**src/rtl/cls_seq_32bit_if.sv**
```systemverilog
// Request/result bundle between a control unit and the nibble-serial add/subtract sequencer.
// Handshake: start is a request taken only while the sequencer is idle (busy=0, done=0);
// done is a one-cycle valid with no ready, and result/carry_out/overflow stay valid until the next accepted start.
interface cls_seq_32bit_if #(
   parameter int WIDTH = 32
);
   logic             start;
   logic             op;
   logic [WIDTH-1:0] a;
   logic [WIDTH-1:0] b;
   logic             busy;
   logic             done;
   logic [WIDTH-1:0] result;
   logic             carry_out;
   logic             overflow;

   modport master (
      output start, op, a, b,
      input  busy, done, result, carry_out, overflow
   );

   modport slave (
      input  start, op, a, b,
      output busy, done, result, carry_out, overflow
   );
endinterface

```
**src/rtl/cls_seq_32bit.sv**
```systemverilog
// Nibble-serial add/subtract sequencer: one 4-bit carry look-ahead slice reused LSB-first across WIDTH/4 cycles.
// Optional macro CLS_SEQ_OVF_EN compiles in the signed-overflow flag; without it overflow is tied to 0.
module cls_seq_32bit #(
   parameter int WIDTH = 32
) (
   input  logic            clk,
   input  logic            rst_n,
   cls_seq_32bit_if.slave  bus,
   output logic [1:0]      o_dbg_state
);

   localparam int N  = WIDTH / 4;
   localparam int CW = (N > 1) ? $clog2(N) : 1;
   localparam logic [CW-1:0] LAST = CW'(N - 1);

   typedef enum logic [1:0] {
      S_IDLE = 2'd0,
      S_RUN  = 2'd1,
      S_DONE = 2'd2
   } state_t;

   state_t           r_state;
   state_t           w_next;
   logic [WIDTH-1:0] r_a;
   logic [WIDTH-1:0] r_b;
   logic             r_op;
   logic             r_carry;
   logic [CW-1:0]    r_cnt;
   logic [WIDTH-1:0] r_result;
   logic             r_carry_out;
   logic             r_ovf;

   logic [3:0]       w_a_nib;
   logic [3:0]       w_b_feed;
   logic [3:0]       w_bi;
   logic [3:0]       w_g;
   logic [3:0]       w_p;
   logic [4:0]       w_c;
   logic [3:0]       w_sum;
   logic             w_cout;
   logic             w_last;
   logic [CW+1:0]    w_base;

   always_ff @(posedge clk or negedge rst_n) begin
      if (!rst_n) r_state <= S_IDLE;
      else        r_state <= w_next;
   end

   assign w_last = (r_cnt == LAST);

   always_comb begin
      w_next = r_state;
      unique case (r_state)
         S_IDLE:  if (bus.start) w_next = S_RUN;
         S_RUN:   if (w_last) w_next = S_DONE;
         S_DONE:  w_next = S_IDLE;
         default: w_next = S_IDLE;
      endcase
   end

   // Slice always computes a + ~b_in + cin: subtract feeds b as-is, add pre-inverts it.
   assign w_base   = {r_cnt, 2'b00};
   assign w_a_nib  = r_a[w_base +: 4];
   assign w_b_feed = r_op ? ~r_b[w_base +: 4] : r_b[w_base +: 4];
   assign w_bi     = ~w_b_feed;
   assign w_g      = w_a_nib & w_bi;
   assign w_p      = w_a_nib ^ w_bi;

   always_comb begin
      w_c    = '0;
      w_c[0] = r_carry;
      w_c[1] = w_g[0] | (w_p[0] & w_c[0]);
      w_c[2] = w_g[1] | (w_p[1] & w_g[0]) | (w_p[1] & w_p[0] & w_c[0]);
      w_c[3] = w_g[2] | (w_p[2] & w_g[1]) | (w_p[2] & w_p[1] & w_g[0])
             | (w_p[2] & w_p[1] & w_p[0] & w_c[0]);
      w_c[4] = w_g[3] | (w_p[3] & w_g[2]) | (w_p[3] & w_p[2] & w_g[1])
             | (w_p[3] & w_p[2] & w_p[1] & w_g[0])
             | (w_p[3] & w_p[2] & w_p[1] & w_p[0] & w_c[0]);
   end

   assign w_sum  = w_p ^ w_c[3:0];
   assign w_cout = w_c[4];

   always_ff @(posedge clk or negedge rst_n) begin
      if (!rst_n) begin
         r_a         <= '0;
         r_b         <= '0;
         r_op        <= 1'b0;
         r_carry     <= 1'b0;
         r_cnt       <= '0;
         r_result    <= '0;
         r_carry_out <= 1'b0;
      end else begin
         case (r_state)
            S_IDLE: begin
               if (bus.start) begin
                  r_a         <= bus.a;
                  r_b         <= bus.b;
                  r_op        <= bus.op;
                  r_cnt       <= '0;
                  r_carry     <= ~bus.op;
                  r_result    <= '0;
                  r_carry_out <= 1'b0;
               end
            end
            S_RUN: begin
               r_result[w_base +: 4] <= w_sum;
               r_carry               <= w_cout;
               // Final carry is published on the last nibble so it is already valid during DONE.
               if (w_last) r_carry_out <= w_cout;
               else        r_cnt       <= r_cnt + CW'(1);
            end
            default: ;
         endcase
      end
   end

`ifdef CLS_SEQ_OVF_EN
   logic w_a_msb;
   logic w_b_msb;
   logic w_ovf;

   assign w_a_msb = r_a[WIDTH-1];
   assign w_b_msb = r_b[WIDTH-1];
   assign w_ovf   = r_op ? ((w_a_msb == w_b_msb) & (w_sum[3] != w_a_msb))
                         : ((w_a_msb != w_b_msb) & (w_sum[3] != w_a_msb));

   always_ff @(posedge clk or negedge rst_n) begin
      if (!rst_n) begin
         r_ovf <= 1'b0;
      end else if (r_state == S_IDLE && bus.start) begin
         r_ovf <= 1'b0;
      end else if (r_state == S_RUN && w_last) begin
         r_ovf <= w_ovf;
      end
   end
`else
   assign r_ovf = 1'b0;
`endif

   assign bus.busy      = (r_state == S_RUN);
   assign bus.done      = (r_state == S_DONE);
   assign bus.result    = r_result;
   assign bus.carry_out = r_carry_out;
   assign bus.overflow  = r_ovf;
   assign o_dbg_state   = r_state;

endmodule

```
**src/flat_wrapper.sv**
```systemverilog
// flat-port wrapper written by rule: the top's interface ports become plain ports
module cls_seq_32bit_flat 
#(
   parameter int WIDTH = 32
)
  (clk, rst_n, o_dbg_state, bus_start, bus_op, bus_a, bus_b, bus_busy, bus_done, bus_result, bus_carry_out, bus_overflow);
  cls_seq_32bit_if #(.WIDTH(WIDTH)) bus_i ();
  input  logic clk;
  input  logic rst_n;
  output logic [1:0] o_dbg_state;
  input wire logic [$bits(bus_i.start)-1:0] bus_start;
  input wire logic [$bits(bus_i.op)-1:0] bus_op;
  input wire logic [$bits(bus_i.a)-1:0] bus_a;
  input wire logic [$bits(bus_i.b)-1:0] bus_b;
  output wire logic [$bits(bus_i.busy)-1:0] bus_busy;
  output wire logic [$bits(bus_i.done)-1:0] bus_done;
  output wire logic [$bits(bus_i.result)-1:0] bus_result;
  output wire logic [$bits(bus_i.carry_out)-1:0] bus_carry_out;
  output wire logic [$bits(bus_i.overflow)-1:0] bus_overflow;
  assign bus_i.start = bus_start;
  assign bus_i.op = bus_op;
  assign bus_i.a = bus_a;
  assign bus_i.b = bus_b;
  assign bus_busy = bus_i.busy;
  assign bus_done = bus_i.done;
  assign bus_result = bus_i.result;
  assign bus_carry_out = bus_i.carry_out;
  assign bus_overflow = bus_i.overflow;
  cls_seq_32bit #(.WIDTH(WIDTH)) u_core (.clk(clk), .rst_n(rst_n), .bus(bus_i), .o_dbg_state(o_dbg_state));
endmodule
```
**config.mk**
```make
export PLATFORM = sky130hd
export DESIGN_NAME = cls_seq_32bit_flat
export DESIGN_NICKNAME = d
export VERILOG_FILES = /design/src/rtl/cls_seq_32bit_if.sv /design/src/rtl/cls_seq_32bit.sv /design/src/flat_wrapper.sv
export SDC_FILE = /design/constraint.sdc
export NUM_CORES = 1
export LEC_CHECK = 0
export ABC_AREA = 1
export CELL_PAD_IN_SITES_DETAIL_PLACEMENT = 0
export CELL_PAD_IN_SITES_GLOBAL_PLACEMENT = 1
export CORE_ASPECT_RATIO = 0.6
export CORE_UTILIZATION = 41
export CTS_CLUSTER_SIZE = 28
export DETAILED_ROUTE_END_ITERATION = 10
export PLACE_DENSITY = 0.95
export REMOVE_ABC_BUFFERS = 1
export SYNTH_ARGS = -nofsm -noshare
export SYNTH_HDL_FRONTEND = slang
export SYNTH_SLANG_ARGS = --single-unit
```
**constraint.sdc**
```tcl
create_clock -name clk -period 5.3 [get_ports clk]
set_input_delay 1.325 -clock clk [delete_from_list [all_inputs] [get_ports clk]]
set_output_delay 1.325 -clock clk [all_outputs]
set_load 0.05 [all_outputs]
```
Word level (Yosys, flattened, before mapping). Index checks and enable logic that the tools add are counted.

Input port bits: 68. Output and inout port bits: 38. Bits in registers: 104. Word-level logic and storage cells: 74.

Bitwise gates (word level): 32. Reductions and logical operators: 7. Shift-type cells: 4. Multiplexer cells: 15. $add $sub $neg: 2. Equality and inequality tests: 6.

Operators with widths (number): $pmux W32 S2 (1); $shiftx A32 B6 Y4 (2); $bwmux W32 (1); $mux W32 (1); $shift A4 B7 Y32 const A (1); $shiftx A4 B7 Y32 (1); $and A1 B1 Y1 (16); $or A1 B1 Y1 (10); $not A4 Y4 (2); $xor A4 B4 Y4 (2); $neg A5 Y7 (1); $mux W3 (2); $pmux W3 S2 (1); $reduce_and A2 Y1 (3); $reduce_and A3 Y1 (2); $and A4 B4 Y4 (1); $mux W2 (2); $mux W4 (1); $ne A2 B2 Y1 const B (2); $pmux W1 S2 (2); $pmux W2 S2 (1); $add A3 B1 Y3 const B (1); $eq A3 B3 Y1 const B (1); $mux W1 (3); 6 further kinds (6).

Logic depth before layout (Yosys ltp). Gate-level depths: netlist of the first run.

Word-level depth: 13. Mapped depth: 17. Depth with buffers taken out: 16.

Worst setup path before layout of the first run. OpenSTA, ideal clock, no wires.

Path type: register to output. Start: reg u_core.r_state[1], in the netlist u_core.o_dbg_state[1]. End: out bus_done. Arrival: 1.417 ns. Buffers on the path: 0. Slack: 2.558 ns. Required time: 3.975 ns. Cell stages (with the launch flop): 3. Path through: dfrtp_1 > inv_1 > nor2_1.

Cells in the longest elaborated chain, start to end: 1.

Ends and longest elaborated chain: start, declared (RTL line cls_seq_32bit.sv:22) `state_t r_state;`; start signal, assigned (RTL line cls_seq_32bit.sv:46) `else r_state <= w_next;`; $eq A2 B2 Y1 (RTL line cls_seq_32bit.sv:142) `assign bus.done = (r_state == S_DONE);`; end, declared (RTL line flat_wrapper.sv:16) `output wire logic [$bits(bus_i.done)-1:0] bus_done;`.

Every way passes these cells.

Worst setup path in the final report of the first run.
Start: reg u_core.r_cnt[1]. End: reg u_core.r_result[11], in the netlist u_core.bus.result[11].

Cells in the longest elaborated chain, start to end: 13. Elaborated cells on any way between the ends: 28. Those cells by class: 1 x add/sub; 4 x shift; 3 x mux; 20 x bitwise.

Ends and longest elaborated chain: start, declared (RTL line cls_seq_32bit.sv:28) `logic [CW-1:0] r_cnt;`; start signal, assigned (RTL line cls_seq_32bit.sv:111) `else r_cnt <= r_cnt + CW'(1);`; $shiftx A32 B6 Y4 (RTL line cls_seq_32bit.sv:64) `assign w_b_feed = r_op ? ~r_b[w_base +: 4] : r_b[w_base +: 4];`; $not A4 Y4 (RTL line cls_seq_32bit.sv:64); $mux W4 (RTL line cls_seq_32bit.sv:64); $not A4 Y4 (RTL line cls_seq_32bit.sv:65) `assign w_bi = ~w_b_feed;`; $xor A4 B4 Y4 or $and A4 B4 Y4 (tied branches) (RTL line cls_seq_32bit.sv:67, cls_seq_32bit.sv:66); $and A1 B1 Y1 (on tied branches) (RTL line cls_seq_32bit.sv:74, cls_seq_32bit.sv:75); $or A1 B1 Y1 (tied with other cells) (RTL line cls_seq_32bit.sv:74) `w_c[3] = w_g[2] | (w_p[2] & w_g[1]) | (w_p[2] & w_p[1] & w_g[0])`; $or A1 B1 Y1 or $and A1 B1 Y1 (tied branches) (RTL line cls_seq_32bit.sv:74, cls_seq_32bit.sv:75); $or A1 B1 Y1 (RTL line cls_seq_32bit.sv:75) `| (w_p[2] & w_p[1] & w_p[0] & w_c[0]);`; $xor A4 B4 Y4 (RTL line cls_seq_32bit.sv:81) `assign w_sum = w_p ^ w_c[3:0];`; $shiftx A4 B7 Y32 (RTL line cls_seq_32bit.sv:107) `r_result[w_base +: 4] <= w_sum;`; $bwmux W32 (*) (RTL line cls_seq_32bit.sv:107); $pmux W32 S2 (*) (RTL line cls_seq_32bit.sv:94) `case (r_state)`; end signal, assigned by index (RTL line cls_seq_32bit.sv:107); end, declared (RTL line cls_seq_32bit.sv:29) `logic [WIDTH-1:0] r_result;`.

Mark *: on every way between the ends. The rest lies on a longest branch, timed or not. A chain may end at the register's enable or synchronous reset.

==> results of run 1 <==
## cells in the final DEF (no fill, tap or decap)
cell type,count
nand4_1,4
fa_1,1
buf_4,4
nand2_1,282
nand2_2,5
nand3_1,39
xor2_1,3
nor2_1,60
inv_2,10
nor3_2,1
nand3b_1,1
clkinvlp_4,2
xnor2_1,1
nor2_2,2
clkdlybuf4s50_1,103
a21oi_1,2
o22ai_1,6
nor2_4,5
clkbuf_8,2
clkbuf_16,9
o21ai_2,6
dfrtp_1,104
a31oi_1,3
conb_1,1
inv_1,21
ha_1,11
clkbuf_1,2
clkinv_1,1
o21ai_0,30
nand3_2,1
o21ai_1,12
nand4_2,1
o211ai_2,2
## worst paths after layout
kind | start | endpoint | slack (ns) | cells past startpoint
max | u_core.r_cnt[1] | u_core.bus.result[11] | 1.85 | 15
min | u_core.r_a[7] | u_core.r_a[7] | 0.48 | 2
max reg2reg | u_core.r_cnt[1] | u_core.bus.result[11] | 1.85 | 15
min reg2reg | u_core.r_a[7] | u_core.r_a[7] | 0.48 | 2
max in group asynchronous | rst_n | u_core.r_b[22] | 3.23 | 2
min in group asynchronous | rst_n | u_core.r_a[24] | 1.09 | 1
## worst min-delay path, cell delays in order (launching register included)
cell,delay (ns)
dfrtp_1,0.34
nand2_1,0.06
nand2_1,0.05
## cell families after synthesis
group                    synth area share
flip-flops                          0.507
adder cells (fa/ha/maj)            0.0307
buffers and inverters              0.0653
other                            0.000731
XOR/XNOR                          0.00683
AO/OA/AOI/OAI                      0.0690
AND/OR/NAND/NOR                     0.320
## sequential cells by signal (all words and copies together), names as in the netlist
signal and cells:
u_core.bus.carry_out 1, u_core.bus.result 32, u_core.o_dbg_state 2, u_core.r_a 32
u_core.r_b 32, u_core.r_carry 1, u_core.r_cnt 3, u_core.r_op 1
## power breakdown
group / internal (mW) / switching [mW] / leakage (nW)
Sequential: 1.15 / 0.243 / 1.34
Clock: 0.342 / 0.286 / 0.128
Combinational: 0.868 / 1.80 / 1.77
## metrics by stage
step                hold WS [ns]   util
floorplan                  0.444      -
global placement           0.458  0.509
detailed placement         0.460  0.509
CTS                        0.479  0.532
global route               0.494  0.532
finish                     0.480  0.532
## routing by layer
layer  up-vias  wire (um)  track usage
li1       2205          -            -
met1      2071       6300        0.291
met2       158       5430        0.314
met3        14        764       0.0526
met4         0        156       0.0616
met5         -          0            0
## cell type report
type	instances	area (um^2)	area share
Clock buffer	13	260	0.0403
Inverter	32	120	0.0186
Sequential cell	104	2600	0.403
Multi-Input combinational cell	479	2190	0.340
Tap cell	165	206	0.0320
Timing Repair Buffer	107	1060	0.164
Clock inverter	2	15.0	0.00232
==> impl_metrics.env, run 1 <==
export IMPL_p_total_mw=4.69
export IMPL_grt_setup_unrepaired="false"
export IMPL_initialDrtViolationCount=344
export IMPL_post_route_min_period_ns=3.45
export IMPL_fin_tns_setup_ns=0
export IMPL_cp_arrival_ns=3.74
export IMPL_netlist_area_um2=5130
export IMPL_clkTransAtPathRegs_ns=0.07
export IMPL_vias=4448
export IMPL_yosysSeqAreaShare=0.507
export IMPL_grt_pass1_vias=4173
export IMPL_worstMarginPinSlew_ns=1.21
export IMPL_antenna_cells=0
export IMPL_synth_most_common_cell="nand2_1"
export IMPL_power_density_nw_per_um2=726
export IMPL_netlist_top_cells_count="nand2_1, dfrtp_1, nor2_1"
export IMPL_cts_sinks=104
export IMPL_yosysWarnings=0
export IMPL_worstPathCellList="inv_2, nor2_1, o21ai_1, nand2_1, nand2_1, nand2_1, xor2_1, ha_1, nand3_1, nand3_1, nand2_1, nand3_1, nor2_1, nand3_1, nand2_1"
export IMPL_post_cts_buffers=0
export IMPL_die_w_um=146
export IMPL_power_leakage_nw=3.23
export IMPL_startpoint_type="flop"
export IMPL_cts_resized=0
export IMPL_num_nets_final=813
export IMPL_hpwl_mm=8.50
export IMPL_ios=106
export IMPL_crit_fanout=22
export IMPL_synth_top_cell_area_share=0.507
export IMPL_grt_usage=0.206
export IMPL_crit_type="reg -> reg"
export IMPL_dieHeight_um=88.7
export IMPL_grt_max_degree=77
export IMPL_path_buf_inv=1
export IMPL_wl_mm=12.6
export IMPL_critical_path_max_stage_delay_ns=1.00
export IMPL_drive_above_1_share=0.0678
export IMPL_hold_viol_final=0
export IMPL_outcome="finished clean"
export IMPL_synth_area_top_cells="dfrtp_1, nand2_1, nor2_1"
export IMPL_cts_buffers=9
export IMPL_cpMostUsedCell="nand2_1"
export IMPL_fin_worst_skew_ns=0.00473
export IMPL_fin_area_um2=6460
export IMPL_core_um2=12100
export IMPL_irDropWorstVdd_mv=0.303
export IMPL_max_slew_margin_rel=0.189
export IMPL_synth_edf_count=0
export IMPL_cts_max_level=3
export IMPL_cap_viol_max_count=0
export IMPL_async_flop_share=1.00
export IMPL_required_ns=5.59
export IMPL_placedCellCount=887
export IMPL_drt_pre_antenna_iters=4
export IMPL_syn_inst=644
export IMPL_clock_fmax_ghz=0.290
export IMPL_fill_cells=1134
export IMPL_grt_pass1_wl_mm=20.7
export IMPL_synth_seq_cells=104
export IMPL_syn_area_per_cell_um2=7.97
export IMPL_wl_per_cell_um=14.0
export IMPL_crit_path_end_kind="flop"
export IMPL_syn_to_final_growth_pct=25.9
export IMPL_finalSetupViolCount=0
export IMPL_finalMaxSlewViolations=0
export IMPL_start_util=0.423
export IMPL_timing_final_crit_share=0.650
export IMPL_detail_route_antenna_nets=0
export IMPL_num_rows=31
export IMPL_crit_slowest_cell="dfrtp_1"
export IMPL_fin_cells=902
export IMPL_pre_cts_ws_ns=1.95
export IMPL_cts_root_buf="clkbuf_16"
export IMPL_antenna_found_initial=0
export IMPL_cp_top_family="simple AND/OR/NAND/NOR gates"
export IMPL_routed_via_density=4.93
export IMPL_die_area_um2=13000
export IMPL_drc_errors=0
export IMPL_place_area_um2=6180
export IMPL_synth_main_ff_cell="dfrtp_1"
export IMPL_clockBufferDepth=2
export IMPL_cts_tree="yes"
export IMPL_portBuffers=104
export IMPL_hp_class="reg -> reg"
export IMPL_synth_distinct_cells=32
export IMPL_clk_latency_ns=0.35
export IMPL_yosysTopAreaCell="dfrtp_1"
export IMPL_gp_congestion=0.813
export IMPL_grt_ovfl_total=0
export IMPL_cts_hold_fix_buffers=0
export IMPL_setup_slack_ns=1.85
Note: power is estimated with default switching activity, not from simulation.
==> inputs of run 2 (changes only) <==
--- a/config.mk
+++ b/config.mk
@@ -9,10 +9,10 @@
 export CELL_PAD_IN_SITES_DETAIL_PLACEMENT = 0
 export CELL_PAD_IN_SITES_GLOBAL_PLACEMENT = 1
 export CORE_ASPECT_RATIO = 0.6
-export CORE_UTILIZATION = 41
+export CORE_UTILIZATION = 34
 export CTS_CLUSTER_SIZE = 28
 export DETAILED_ROUTE_END_ITERATION = 10
-export PLACE_DENSITY = 0.95
+export PLACE_DENSITY = 0.87
 export REMOVE_ABC_BUFFERS = 1
 export SYNTH_ARGS = -nofsm -noshare
 export SYNTH_HDL_FRONTEND = slang
==> constraint.sdc (replaced) <==
create_clock -name clk -period 2.85 [get_ports clk]
set_input_delay 0.7125 -clock clk [delete_from_list [all_inputs] [get_ports clk]]
set_output_delay 0.7125 -clock clk [all_outputs]
set_load 0.05 [all_outputs]
==> run 2 against run 1 <==
  * Core utilization is 7.7 points lower
  * Sequential share of layout area is 1.1 points lower
  * Clock-buffer cell count is 1 lower
  * Register-to-register slack worse by 1.6 ns
  * Final cell count is 4.8% higher
  * Sequential power is 85% higher
  * Wire length is 6.2% higher
  * Clock power is 93% higher
  * Combinational power is 93% higher
  * Total power is 91% higher
  * Non-clock buffer count is 12 higher
  * Largest power group unchanged
  * Highest routed layer unchanged
==> impl_metrics.env, run 2 (synthesis gave the netlist of run 1 again) <==
export IMPL_post_cts_buffers=0
export IMPL_cts_tree="yes"
export IMPL_drt_pre_antenna_iters=5
export IMPL_detail_route_antenna_nets=0
export IMPL_core_um2=14600
export IMPL_cap_viol_max_count=0
export IMPL_critical_path_max_stage_delay_ns=0.83
export IMPL_grt_ovfl_total=0
export IMPL_wl_per_cell_um=14.2
export IMPL_num_nets_final=825
export IMPL_worstMarginPinSlew_ns=0.556
export IMPL_wl_mm=13.4
export IMPL_sw_frac_of_total=0.490
export IMPL_crit_path_end_kind="primary output"
export IMPL_clk_latency_ns=0.34
export IMPL_mostFrequentLayoutCells="nand2_1, dfrtp_1, clkdlybuf4s50_1, nor2_1, nand3_1"
export IMPL_cts_sinks=104
export IMPL_post_route_min_period_ns=2.66
export IMPL_cts_buffers=9
export IMPL_seqPwrFrac=0.288
export IMPL_r2r_start="u_core.r_cnt[0]"
export IMPL_cts_max_level=3
export IMPL_fin_worst_skew_ns=0.00852
export IMPL_pwr_share_clk=0.135
export IMPL_cts_resized=0
export IMPL_clockBufferDepth=2
export IMPL_finalSetupViolCount=0
export IMPL_grtUsageMet2=0.256
export IMPL_clkTransAtPathRegs_ns=0.07
export IMPL_reg2regPathDepth=16
export IMPL_clock_fmax_ghz=0.375
export IMPL_rrSetupSlack_ns=0.23
export IMPL_power_leakage_nw=3.31
export IMPL_met3_usage=0.0401
export IMPL_routed_via_density=4.72
export IMPL_hpwl_mm=9.72
export IMPL_grt_pass1_vias=4362
export IMPL_timing_rr_end="u_core.bus.result[11]"
export IMPL_finalMaxSlewViolations=0
export IMPL_crit_path_end="bus_busy"
export IMPL_grt_setup_unrepaired="false"
export IMPL_max_slew_margin_rel=0.629
export IMPL_timing_hold_ws_ns=0.360
export IMPL_hold_viol_final=0
export IMPL_startpoint_type="flop"
export IMPL_num_rows=34
export IMPL_crit_fanout=8
export IMPL_grt_usage=0.184
export IMPL_hp_class="in -> async"
export IMPL_antenna_found_initial=0
export IMPL_power_density_nw_per_um2=1350
export IMPL_required_ns=2.14
export IMPL_grt_max_degree=77
export IMPL_ios=106
export IMPL_p_total_mw=8.94
export IMPL_cts_hold_fix_buffers=0
export IMPL_start_util=0.352
export IMPL_initialDrtViolationCount=390
export IMPL_busiest_layer="met1"
export IMPL_gp_congestion=0.896
export IMPL_p_comb_frac=0.577
export IMPL_drc_errors=0
export IMPL_crit_slowest_cell="clkdlybuf4s50_1"
export IMPL_cp_startpoint="u_core.o_dbg_state[1]"
export IMPL_met1_usage=0.290
export IMPL_dieHeight_um=97.2
export IMPL_drive_above_1_share=0.0817
export IMPL_cp_arrival_ns=1.95
export IMPL_worstPathCellList="inv_1, nand2_2, clkinv_1, clkdlybuf4s50_1"
export IMPL_portBuffers=104
export IMPL_fin_tns_setup_ns=0
export IMPL_outcome="finished clean"
export IMPL_antenna_cells=0
export IMPL_final_common_cell="nand2_1"
export IMPL_p_sw_mw=4.38
export IMPL_internal_power_mw=4.55
export IMPL_die_area_um2=15600
export IMPL_grt_pass1_wl_mm=22.7
export IMPL_die_w_um=161
export IMPL_irDropWorstVdd_mv=0.631
export IMPL_syn_to_final_growth_pct=29.4
export IMPL_cts_root_buf="clkbuf_16"
export IMPL_crit_type="reg -> out"
export IMPL_timing_final_crit_share=0.935
export IMPL_vias=4460
==> run 2: final cells by class <==
| class | count | area (um^2) |
|---|---|---|
| Timing Repair Buffer | 119 | 1190 |
| Fill cell | 1457 | 7950 |
| Clock buffer | 12 | 246 |
| Inverter | 32 | 123 |
| Clock inverter | 1 | 30.0 |
| Multi-Input combinational cell | 479 | 2200 |
| Sequential cell | 104 | 2600 |
| Tap cell | 198 | 248 |
==> run 2: critical path: cells and delay by family, from the launching register on <==
family | cells | cell delay [ns]
buf+inv | 3 | 1.11
flops | 1 | 0.40
simple gates | 1 | 0.09
==> run 2: worst min-delay path by stage <==
stage	start	endpoint	slack, ns	cells past startpoint
global placement	u_core.bus.result[16]	u_core.bus.result[16]	0.46	2
floorplan	rst_n	u_core.bus.carry_out	0.42	0
detailed placement	u_core.bus.result[17]	u_core.bus.result[17]	0.46	2
finish	rst_n	u_core.r_a[12]	0.36	1
CTS	rst_n	u_core.bus.result[3]	0.38	1
global route	rst_n	u_core.r_a[12]	0.41	1
==> run 2: metrics by stage <==
| step | instances | cell area [um^2] | utilization | setup slack [ns] |
|---|---|---|---|---|
| after floorplan | 615 | 4920 | - | -0.243 |
| after global placement | 932 | 6350 | 0.435 | 0.249 |
| after detailed placement | 932 | 6350 | 0.435 | 0.238 |
| after CTS | 945 | 6630 | 0.454 | 0.179 |
| after global routing | 945 | 6640 | 0.455 | 0.00149 |
| final | 945 | 6640 | 0.455 | 0.186 |
==> run 2: routing by layer <==
metal,vias to the layer above,wire length (um)
met5,-,0
met4,0,93
met3,10,829
met2,163,5190
met1,2054,7320
li1,2233,-
==> run 2: power groups by stage <==
| stage | clock network [mW] | logic, mW | registers [mW] |
|---|---|---|---|
| after floorplan | 0 | 2.79 | 3.20 |
| after global placement | 0 | 5.02 | 2.58 |
| after detailed placement | 0 | 5.06 | 2.58 |
| after CTS | 1.22 | 5.08 | 2.57 |
| after global routing | 1.28 | 5.74 | 2.65 |
| final | 1.21 | 5.16 | 2.57 |
